File: config.mk
export PLATFORM = sky130hd
export DESIGN_NAME = fetch_unit_flat
export DESIGN_NICKNAME = d
export VERILOG_FILES = /design/src/rtl/fetch_unit_if.sv /design/src/rtl/fetch_unit.sv /design/src/flat_wrapper.sv
export SDC_FILE = /design/constraint.sdc
export NUM_CORES = 1
export LEC_CHECK = 0
export BUFFER_PORTS_ARGS = -buffer_cell sky130_fd_sc_hd__buf_2
export CORE_UTILIZATION = 62
export CTS_CLUSTER_DIAMETER = 200
export DETAILED_ROUTE_END_ITERATION = 10
export GPL_TIMING_DRIVEN = 0
export PLACE_DENSITY = 0.85
export SYNTH_ARGS = -nofsm -noshare
export SYNTH_HDL_FRONTEND = slang
export SYNTH_SLANG_ARGS = --single-unit
File: constraint.sdc
create_clock -name clk -period 6.3 [get_ports clk]
set_input_delay 0.63 -clock clk [delete_from_list [all_inputs] [get_ports clk]]
set_output_delay 0.63 -clock clk [all_outputs]
set_load 0.005 [all_outputs]
File: src/rtl/fetch_unit_if.sv
// Fetch front-end bus bundle: instruction-memory request/response, redirect and decode-side signals.
// master = fetch unit, slave = memory/decode/memory-stage side (or a testbench).
interface fetch_unit_if #(
  parameter int XLEN  = 32,
  parameter int DEPTH = 4
);
  localparam int CW = $clog2(DEPTH) + 1;

  logic            imem_req_valid;
  logic            imem_req_ready;
  logic [XLEN-1:0] imem_req_addr;
  logic            imem_resp_valid;
  logic [31:0]     imem_resp_data;
  logic            redirect_valid;
  logic [XLEN-1:0] redirect_pc;
  logic            id_valid;
  logic            id_ready;
  logic [31:0]     id_instr;
  logic [XLEN-1:0] id_pc;
  logic [CW-1:0]   q_count;
  logic            misaligned;

  modport master (
    output imem_req_valid, imem_req_addr, id_valid, id_instr, id_pc, q_count, misaligned,
    input  imem_req_ready, imem_resp_valid, imem_resp_data, redirect_valid, redirect_pc, id_ready
  );

  modport slave (
    input  imem_req_valid, imem_req_addr, id_valid, id_instr, id_pc, q_count, misaligned,
    output imem_req_ready, imem_resp_valid, imem_resp_data, redirect_valid, redirect_pc, id_ready
  );
endinterface

File: src/rtl/fetch_unit.sv
// RV32I instruction-fetch front end: credit-limited sequential fetch, in-order prefetch queue, redirect flush.
// Optional FETCH_ALIGN_CHECK_EN: misaligned redirect targets raise misaligned and halt fetch until an aligned redirect.
module fetch_unit #(
  parameter int              XLEN     = 32,
  parameter int              DEPTH    = 4,
  parameter logic [XLEN-1:0] RESET_PC = '0
) (
  input  logic      clk,
  input  logic      rst,
  fetch_unit_if.master bus
);

  localparam int              PW      = $clog2(DEPTH);
  localparam int              CW      = PW + 1;
  localparam logic [CW:0]     DEPTH_W = (CW+1)'(DEPTH);
  localparam logic [XLEN-1:0] ALIGN_M = {{(XLEN-2){1'b1}}, 2'b00};

  if (DEPTH < 2 || (DEPTH & (DEPTH - 1)) != 0) begin : g_depth_chk
    $error("fetch_unit: DEPTH must be a power of two, at least 2");
  end

  function automatic logic [XLEN-1:0] align_pc(input logic [XLEN-1:0] pc);
    return pc & ALIGN_M;
  endfunction

  logic [XLEN-1:0] fetch_pc;
  logic [XLEN-1:0] resp_pc;
  logic [CW-1:0]   outstanding;
  logic [CW-1:0]   outstanding_nx;
  logic [CW-1:0]   discard;
  logic [CW-1:0]   count;
  logic [PW-1:0]   wr_ptr;
  logic [PW-1:0]   rd_ptr;
  logic [31:0]     q_instr [DEPTH];
  logic [XLEN-1:0] q_pc    [DEPTH];
  logic            halted;

  logic [CW:0]     inflight;
  logic            credit_ok;
  logic            redir;
  logic [XLEN-1:0] target;
  logic            drop;
  logic            push;
  logic            pop;
  logic            req_fire;

  // Request/response/queue decisions for this cycle
  always_comb begin
    inflight       = {1'b0, count} + {1'b0, outstanding};
    credit_ok      = inflight < DEPTH_W;
    redir          = bus.redirect_valid;
    target         = align_pc(bus.redirect_pc);
    drop           = discard != '0;
    push           = bus.imem_resp_valid && !drop && !redir;
    pop            = (count != '0) && bus.id_ready && !redir;
    req_fire       = bus.imem_req_valid && bus.imem_req_ready;
    outstanding_nx = outstanding + CW'(req_fire) - CW'(bus.imem_resp_valid);
  end

  assign bus.imem_req_valid = !rst && !halted && credit_ok && !redir;
  assign bus.imem_req_addr  = fetch_pc;

  // Control state; the PC tag counter tracks the address of the next non-discarded response
  always_ff @(negedge clk) begin
    if (rst) begin
      fetch_pc    <= RESET_PC;
      resp_pc     <= RESET_PC;
      outstanding <= '0;
      discard     <= '0;
      count       <= '0;
      wr_ptr      <= '0;
      rd_ptr      <= '0;
    end else begin
      outstanding <= outstanding_nx;
      if (redir) begin
        // Everything still in flight after this cycle belongs to the old path
        fetch_pc <= target;
        resp_pc  <= target;
        discard  <= outstanding_nx;
        count    <= '0;
        wr_ptr   <= '0;
        rd_ptr   <= '0;
      end else begin
        if (req_fire)
          fetch_pc <= fetch_pc + XLEN'(4);
        if (bus.imem_resp_valid && drop)
          discard <= discard - CW'(1);
        if (push) begin
          wr_ptr  <= wr_ptr + 1'b1;
          resp_pc <= resp_pc + XLEN'(4);
        end
        if (pop)
          rd_ptr <= rd_ptr + 1'b1;
        count <= count + CW'(push) - CW'(pop);
      end
    end
  end

  // Queue storage holds data only, so it carries no reset
  always_ff @(negedge clk) begin
    if (push) begin
      q_instr[wr_ptr] <= bus.imem_resp_data;
      q_pc[wr_ptr]    <= resp_pc;
    end
  end

  assign bus.id_valid = count != '0;
  assign bus.id_instr = q_instr[rd_ptr];
  assign bus.id_pc    = q_pc[rd_ptr];
  assign bus.q_count  = count;

`ifdef FETCH_ALIGN_CHECK_EN
  logic misaligned_q;

  always_ff @(negedge clk) begin
    if (rst) begin
      misaligned_q <= 1'b0;
      halted       <= 1'b0;
    end else if (redir) begin
      misaligned_q <= |bus.redirect_pc[1:0];
      halted       <= |bus.redirect_pc[1:0];
    end
  end

  assign bus.misaligned = misaligned_q;
`else
  assign halted         = 1'b0;
  assign bus.misaligned = 1'b0;
`endif

endmodule

File: src/flat_wrapper.sv
// flat-port wrapper written by rule: the top's interface ports become plain ports
module fetch_unit_flat 
#(
  parameter int              XLEN     = 32,
  parameter int              DEPTH    = 4,
  parameter logic [XLEN-1:0] RESET_PC = '0
)
  (clk, rst, bus_imem_req_valid, bus_imem_req_addr, bus_id_valid, bus_id_instr, bus_id_pc, bus_q_count, bus_misaligned, bus_imem_req_ready, bus_imem_resp_valid, bus_imem_resp_data, bus_redirect_valid, bus_redirect_pc, bus_id_ready);
  fetch_unit_if #(.XLEN(XLEN), .DEPTH(DEPTH)) bus_i ();
  input  logic clk;
  input  logic rst;
  output wire logic [$bits(bus_i.imem_req_valid)-1:0] bus_imem_req_valid;
  output wire logic [$bits(bus_i.imem_req_addr)-1:0] bus_imem_req_addr;
  output wire logic [$bits(bus_i.id_valid)-1:0] bus_id_valid;
  output wire logic [$bits(bus_i.id_instr)-1:0] bus_id_instr;
  output wire logic [$bits(bus_i.id_pc)-1:0] bus_id_pc;
  output wire logic [$bits(bus_i.q_count)-1:0] bus_q_count;
  output wire logic [$bits(bus_i.misaligned)-1:0] bus_misaligned;
  input wire logic [$bits(bus_i.imem_req_ready)-1:0] bus_imem_req_ready;
  input wire logic [$bits(bus_i.imem_resp_valid)-1:0] bus_imem_resp_valid;
  input wire logic [$bits(bus_i.imem_resp_data)-1:0] bus_imem_resp_data;
  input wire logic [$bits(bus_i.redirect_valid)-1:0] bus_redirect_valid;
  input wire logic [$bits(bus_i.redirect_pc)-1:0] bus_redirect_pc;
  input wire logic [$bits(bus_i.id_ready)-1:0] bus_id_ready;
  assign bus_imem_req_valid = bus_i.imem_req_valid;
  assign bus_imem_req_addr = bus_i.imem_req_addr;
  assign bus_id_valid = bus_i.id_valid;
  assign bus_id_instr = bus_i.id_instr;
  assign bus_id_pc = bus_i.id_pc;
  assign bus_q_count = bus_i.q_count;
  assign bus_misaligned = bus_i.misaligned;
  assign bus_i.imem_req_ready = bus_imem_req_ready;
  assign bus_i.imem_resp_valid = bus_imem_resp_valid;
  assign bus_i.imem_resp_data = bus_imem_resp_data;
  assign bus_i.redirect_valid = bus_redirect_valid;
  assign bus_i.redirect_pc = bus_redirect_pc;
  assign bus_i.id_ready = bus_id_ready;
  fetch_unit #(.XLEN(XLEN), .DEPTH(DEPTH), .RESET_PC(RESET_PC)) u_core (.clk(clk), .rst(rst), .bus(bus_i));
endmodule
# [Yosys cells after proc, flatten, opt, wreduce, memory -nomap -nowiden]
# Memories as Yosys holds them, arrays and structs flattened. A register that Yosys moved wholly into a read port is not among the register bits.
# Index checks and enable logic that the tools add are counted.
[totals] inputBits=70 out_inout_bits=102 ramBits=256 elab_cells=51 memories=2 ff_bits=77
[classes] n_reduce_logical=17 addsub=10 n_mux=12 magnitude_cmp=1
[mem_list] name="u_core.q_instr" words=4 word_bits=32 read_ports=1 rd_ports_with_merged_regs=1 write_ports=1 line_no="fetch_unit.sv:34" text="logic [31:0] q_instr [DEPTH];"
[mem_list] name="u_core.q_pc" words=4 word_bits=32 read_ports=1 rd_ports_with_merged_regs=1 write_ports=1 line_no="fetch_unit.sv:35" text="logic [XLEN-1:0] q_pc [DEPTH];"
[op_table] op="$mux 32" n=4
[op_table] op="$add 32x3->32 const B" n=2
[op_table] op="$logic_and 1x1->1" n=8
[op_table] op="$mux 2" n=4
[op_table] op="$add 3x1->3" n=2
[op_table] op="$mux 3" n=2
[op_table] op="$reduce_bool 2->1" n=3
[op_table] op="$reduce_bool 3->1" n=2
[op_table] op="$sub 3x1->3" n=2
[op_table] op="$add 2x1->2 const B" n=2
[op_table] op="$add 3x3->4" n=1
[op_table] op="$lt 4x3->1 const B" n=1
[op_table] op="$logic_not 1->1" n=3
[op_table] op="$sub 3x1->3 const B" n=1
[op_table] op="$mux 1" n=2
[op_table] op="$reduce_or 2->1" n=1

# [Logic depth before layout (Yosys ltp)]
[logic_depth] depth_word=8 depth_mapped=10 depth_no_buf=9

==> reports/results.ini <==
[run_status]
status=complete, no violations

[yosys]
synth-edff-count=248
ys.flop_type=edfxtp_1
synth_top_area_frac=0.5513
syn_area_sq_um=13510
synth-seq-cells=323
yosys_warnings=0
async_reset_ff_frac=0
synth_cells=882
synthDistinctLibCells=69
synth_area_per_cell_sq_um=15.32
ys_seq_area_frac=0.6625
synth_top_area_cell=edfxtp_1
synthTopCellsByArea=edfxtp_1 55%, dfxtp_1 11%, mux4_2 10%

[cells_and_area]
stdcell_count=1706
final_layout_size_suffix_gt1_frac=0.2285
fin_nets=1494
syn2layout_area_growth_pct=26.24
fin_area_sq_um=17050
n_fill_cell=1079
register_area_sq_um=8950
diodes=0
multi_input_area_sq_um=4227

[sta]
maxSlewHeadroom=0.1126
rsz0062_at_grt=no
finalSetupViolations=0
tightest_slew_ns=1.319
drv_slew=0
hold_viol_final=0
worst_slack_ns=0.1109
finClkSkew_ns=0.05122

[detailed_routing]
dr.pass1.iters=6
final_antenna_net_count=0
vias=10600
wl_per_cell_um=22.42
drc_errors=0
routed_wl_um=38250
viasPerCell=6.213
first_iter_violations=1163

[cts]
cts_made_buffers=34
clkSinkCount=323
htree_levels=2
path_clk_slew_ns=0.06
cts_tree=built
worstSkewPairLatency_ns=0.62
cts-root-buf=clkbuf_16
cts_buffer_depth=3

[worst_setup_path]
rr_worst_depth=10
cp_data_required_time_ns=5.67
reg2reg_slack_ns=2.88
r2r_start=u_core.bus.q_count[2]$_SDFF_NP0_
cp_cell_sequence=ha_1 > and3_1 > clkbuf_1 > nor4_4 > and2_1 > buf_2
crit_path_end=bus_imem_req_valid
cp-end-kind=output pin
cpPeakStageDelay_ns=0.49
r2r-end=u_core.discard[2]$_SDFFE_NP0P_
slowest_stage=dfxtp_1
cp_max_fo=9
crit_arrival_ns=5.56
critPathLaunchType=flip-flop
critPathLaunch=u_core.bus.q_count[1]$_SDFF_NP0_
path_class=reg -> out

[die]
die_h_um=149.6
num_io_pins=172
fp.coreArea_sq_um=21220
fp.dieW_um=149.6
start_util=0.6366
dieArea_sq_um=22380
num_rows=53

[job]
maxCapViolCount=0

[placed_design]
globalplace.congestion=0.9949
dpl_cell_area_sq_um=14690
dp_slack_ns=-0.3713
io_buffer_count=163
dp_cells=1324
hpwl_um=20360

[grt]
grt_use_total=0.3489
antenna_found_initial=0
grt_pass1_wl_um=58190
grt_max_degree=63
grt_overflow=0
grt_pass1_vias=11400

[min_path]
hp-class=reg -> reg
hold_start=u_core.bus.imem_req_addr[31]$_SDFFE_NP0P_

[power]
power_uw=5827
ir_worst_vdd_mv=0.1724
p_leak_uw=0.007191
p_per_area_nw_per_um2=341.7

[cells in the mapped netlist (3+ instances only)]
| cell type | number |
|---|---|
| edfxtp_1 | 248 |
| dfxtp_1 | 75 |
| mux4_2 | 62 |
| nor2_1 | 36 |
| nand2_1 | 34 |
| inv_1 | 32 |
| clkbuf_1 | 30 |
| nand3_1 | 28 |
| a31oi_1 | 22 |
| nand4_1 | 19 |
| xnor2_1 | 18 |
| or4_1 | 17 |
| nor3_1 | 16 |
| nor4_1 | 15 |
| o211ai_1 | 15 |
| ha_1 | 14 |
| o21ai_0 | 14 |
| and2_1 | 13 |
| buf_1 | 11 |
| a21oi_1 | 9 |
| and4_1 | 9 |
| o311ai_0 | 9 |
| a211oi_1 | 8 |
| a21boi_0 | 8 |
| o31a_1 | 8 |
| o31ai_1 | 8 |
| a311oi_1 | 7 |
| and3_1 | 7 |
| buf_2 | 6 |
| nor2b_1 | 6 |
| o21a_1 | 6 |
| or2_2 | 6 |
| buf_4 | 5 |
| or3_1 | 5 |
| a2111oi_0 | 4 |
| a32oi_1 | 4 |
| a2bb2oi_1 | 3 |
| buf_6 | 3 |
| xor2_1 | 3 |
[flip-flops by register name, indices dropped and copies added (netlist names), named ones only]
| signal | flops |
|---|---|
| u_core.bus.imem_req_addr | 30 |
| u_core.discard | 3 |
| u_core.wr_ptr | 2 |
| u_core.outstanding | 3 |
| u_core.q_pc | 120 |
| u_core.q_instr | 128 |
| u_core.resp_pc | 30 |
| u_core.rd_ptr | 2 |
| u_core.bus.q_count | 3 |
[worst max-delay path, delay by kind of cell, from the launching register on]
family                     cells  cell delay [ns]
buffers and inverters          2             0.37
DFF                            1             0.49
and+or+nand+nor                3             0.66
adders and majority gates      1             0.29
[per-stage QoR]
step	setup TNS, ns	hold WS [ns]	util
2_1_floorplan	0	0.4754	-
3_3_place_gp	-330.99	0.4798	0.6919
3_5_place_dp	-1.391	0.4786	0.6924
4_1_cts	0	0.5073	0.8025
5_1_grt	0	0.5547	0.8036
6_report	0	0.4923	0.8036
[area by class of cell]
class	instances	share of cell area
sequential	323	0.5248
multi-input combinational	476	0.2479
clock inverter	348	0.08599
clock buffer	34	0.04989
timing repair buffer	165	0.04872
tap	275	0.02018
buffer	54	0.01570
inverter	31	0.006824
[timing repair]
action                     CTS  global route
hold buffers                 0             0
gates resized for setup     15            13
buffers inserted             0             2
pin swaps                    0             1
setup endpoints to repair   61            57
[per-layer routing]
metal	vias up	wire length (um)	track usage
met3	136	4243	0.1171
li1	4601	-	-
met5	-	0	0
met1	5000	13360	0.3890
met2	862	19380	0.5894
met4	0	1269	0.1893
[layout by cell type, fill, tap and decap left out, types with 6 or more instances in the layout]
cell        count
and4_1          9
dfxtp_1        74
and3_1          7
nor3_1         16
o311ai_0        9
buf_4           7
o31a_1          8
nor4_1         14
nand3_1        28
clkbuf_16      34
xnor2_1        18
clkinvlp_2      6
a21oi_1         9
buf_1           8
or2_2           6
edfxtp_1      248
inv_1         361
buf_2         170
nand4_1        19
o211ai_1       15
clkbuf_1       23
nor2_1         35
mux4_2         62
ha_1           14
a211oi_1        8
o21a_1          6
and2_1          9
nand2_1        34
a311oi_1        7
o31ai_1         8
o21ai_0        14
or4_1          17
clkbuf_2        6
a21boi_0        8
a31oi_1        22
nor2b_1         6
[cells by family (layout without fill, tap and decap cells)]
family                     count (synthesis)  count (layout)  synth area share
other                                      1               5         0.0002776
DFF                                      323             323            0.6625
buffers and inverters                     87             632           0.02779
and+or+nand+nor                          232             232           0.09966
AOI/OAI and AO/OA                        137             137           0.07457
adders and majority gates                 16              16           0.01593
xor gates and xnor gates                  21              21           0.01362
muxes                                     65              65            0.1057
[how the worst min path moves through the flow]
stage | to | cells past startpoint
after global placement | u_core.bus.imem_req_addr[31]$_SDFFE_NP0P_ | 2
after floorplan | u_core.bus.imem_req_addr[31]$_SDFFE_NP0P_ | 2
after global routing | u_core.bus.imem_req_addr[31]$_SDFFE_NP0P_ | 2
final | u_core.bus.imem_req_addr[31]$_SDFFE_NP0P_ | 2
after detailed placement | u_core.bus.imem_req_addr[31]$_SDFFE_NP0P_ | 2
after CTS | u_core.bus.imem_req_addr[31]$_SDFFE_NP0P_ | 2
[report_power, final]
group,leakage (uW),switching [uW],internal (uW)
Clock,0.00227,1520,1440
Combinational,0.00204,227,165
Sequential,0.00288,77.9,2390
Total,0.00719,1830,4000
Note: power is estimated with default switching activity, not from simulation.
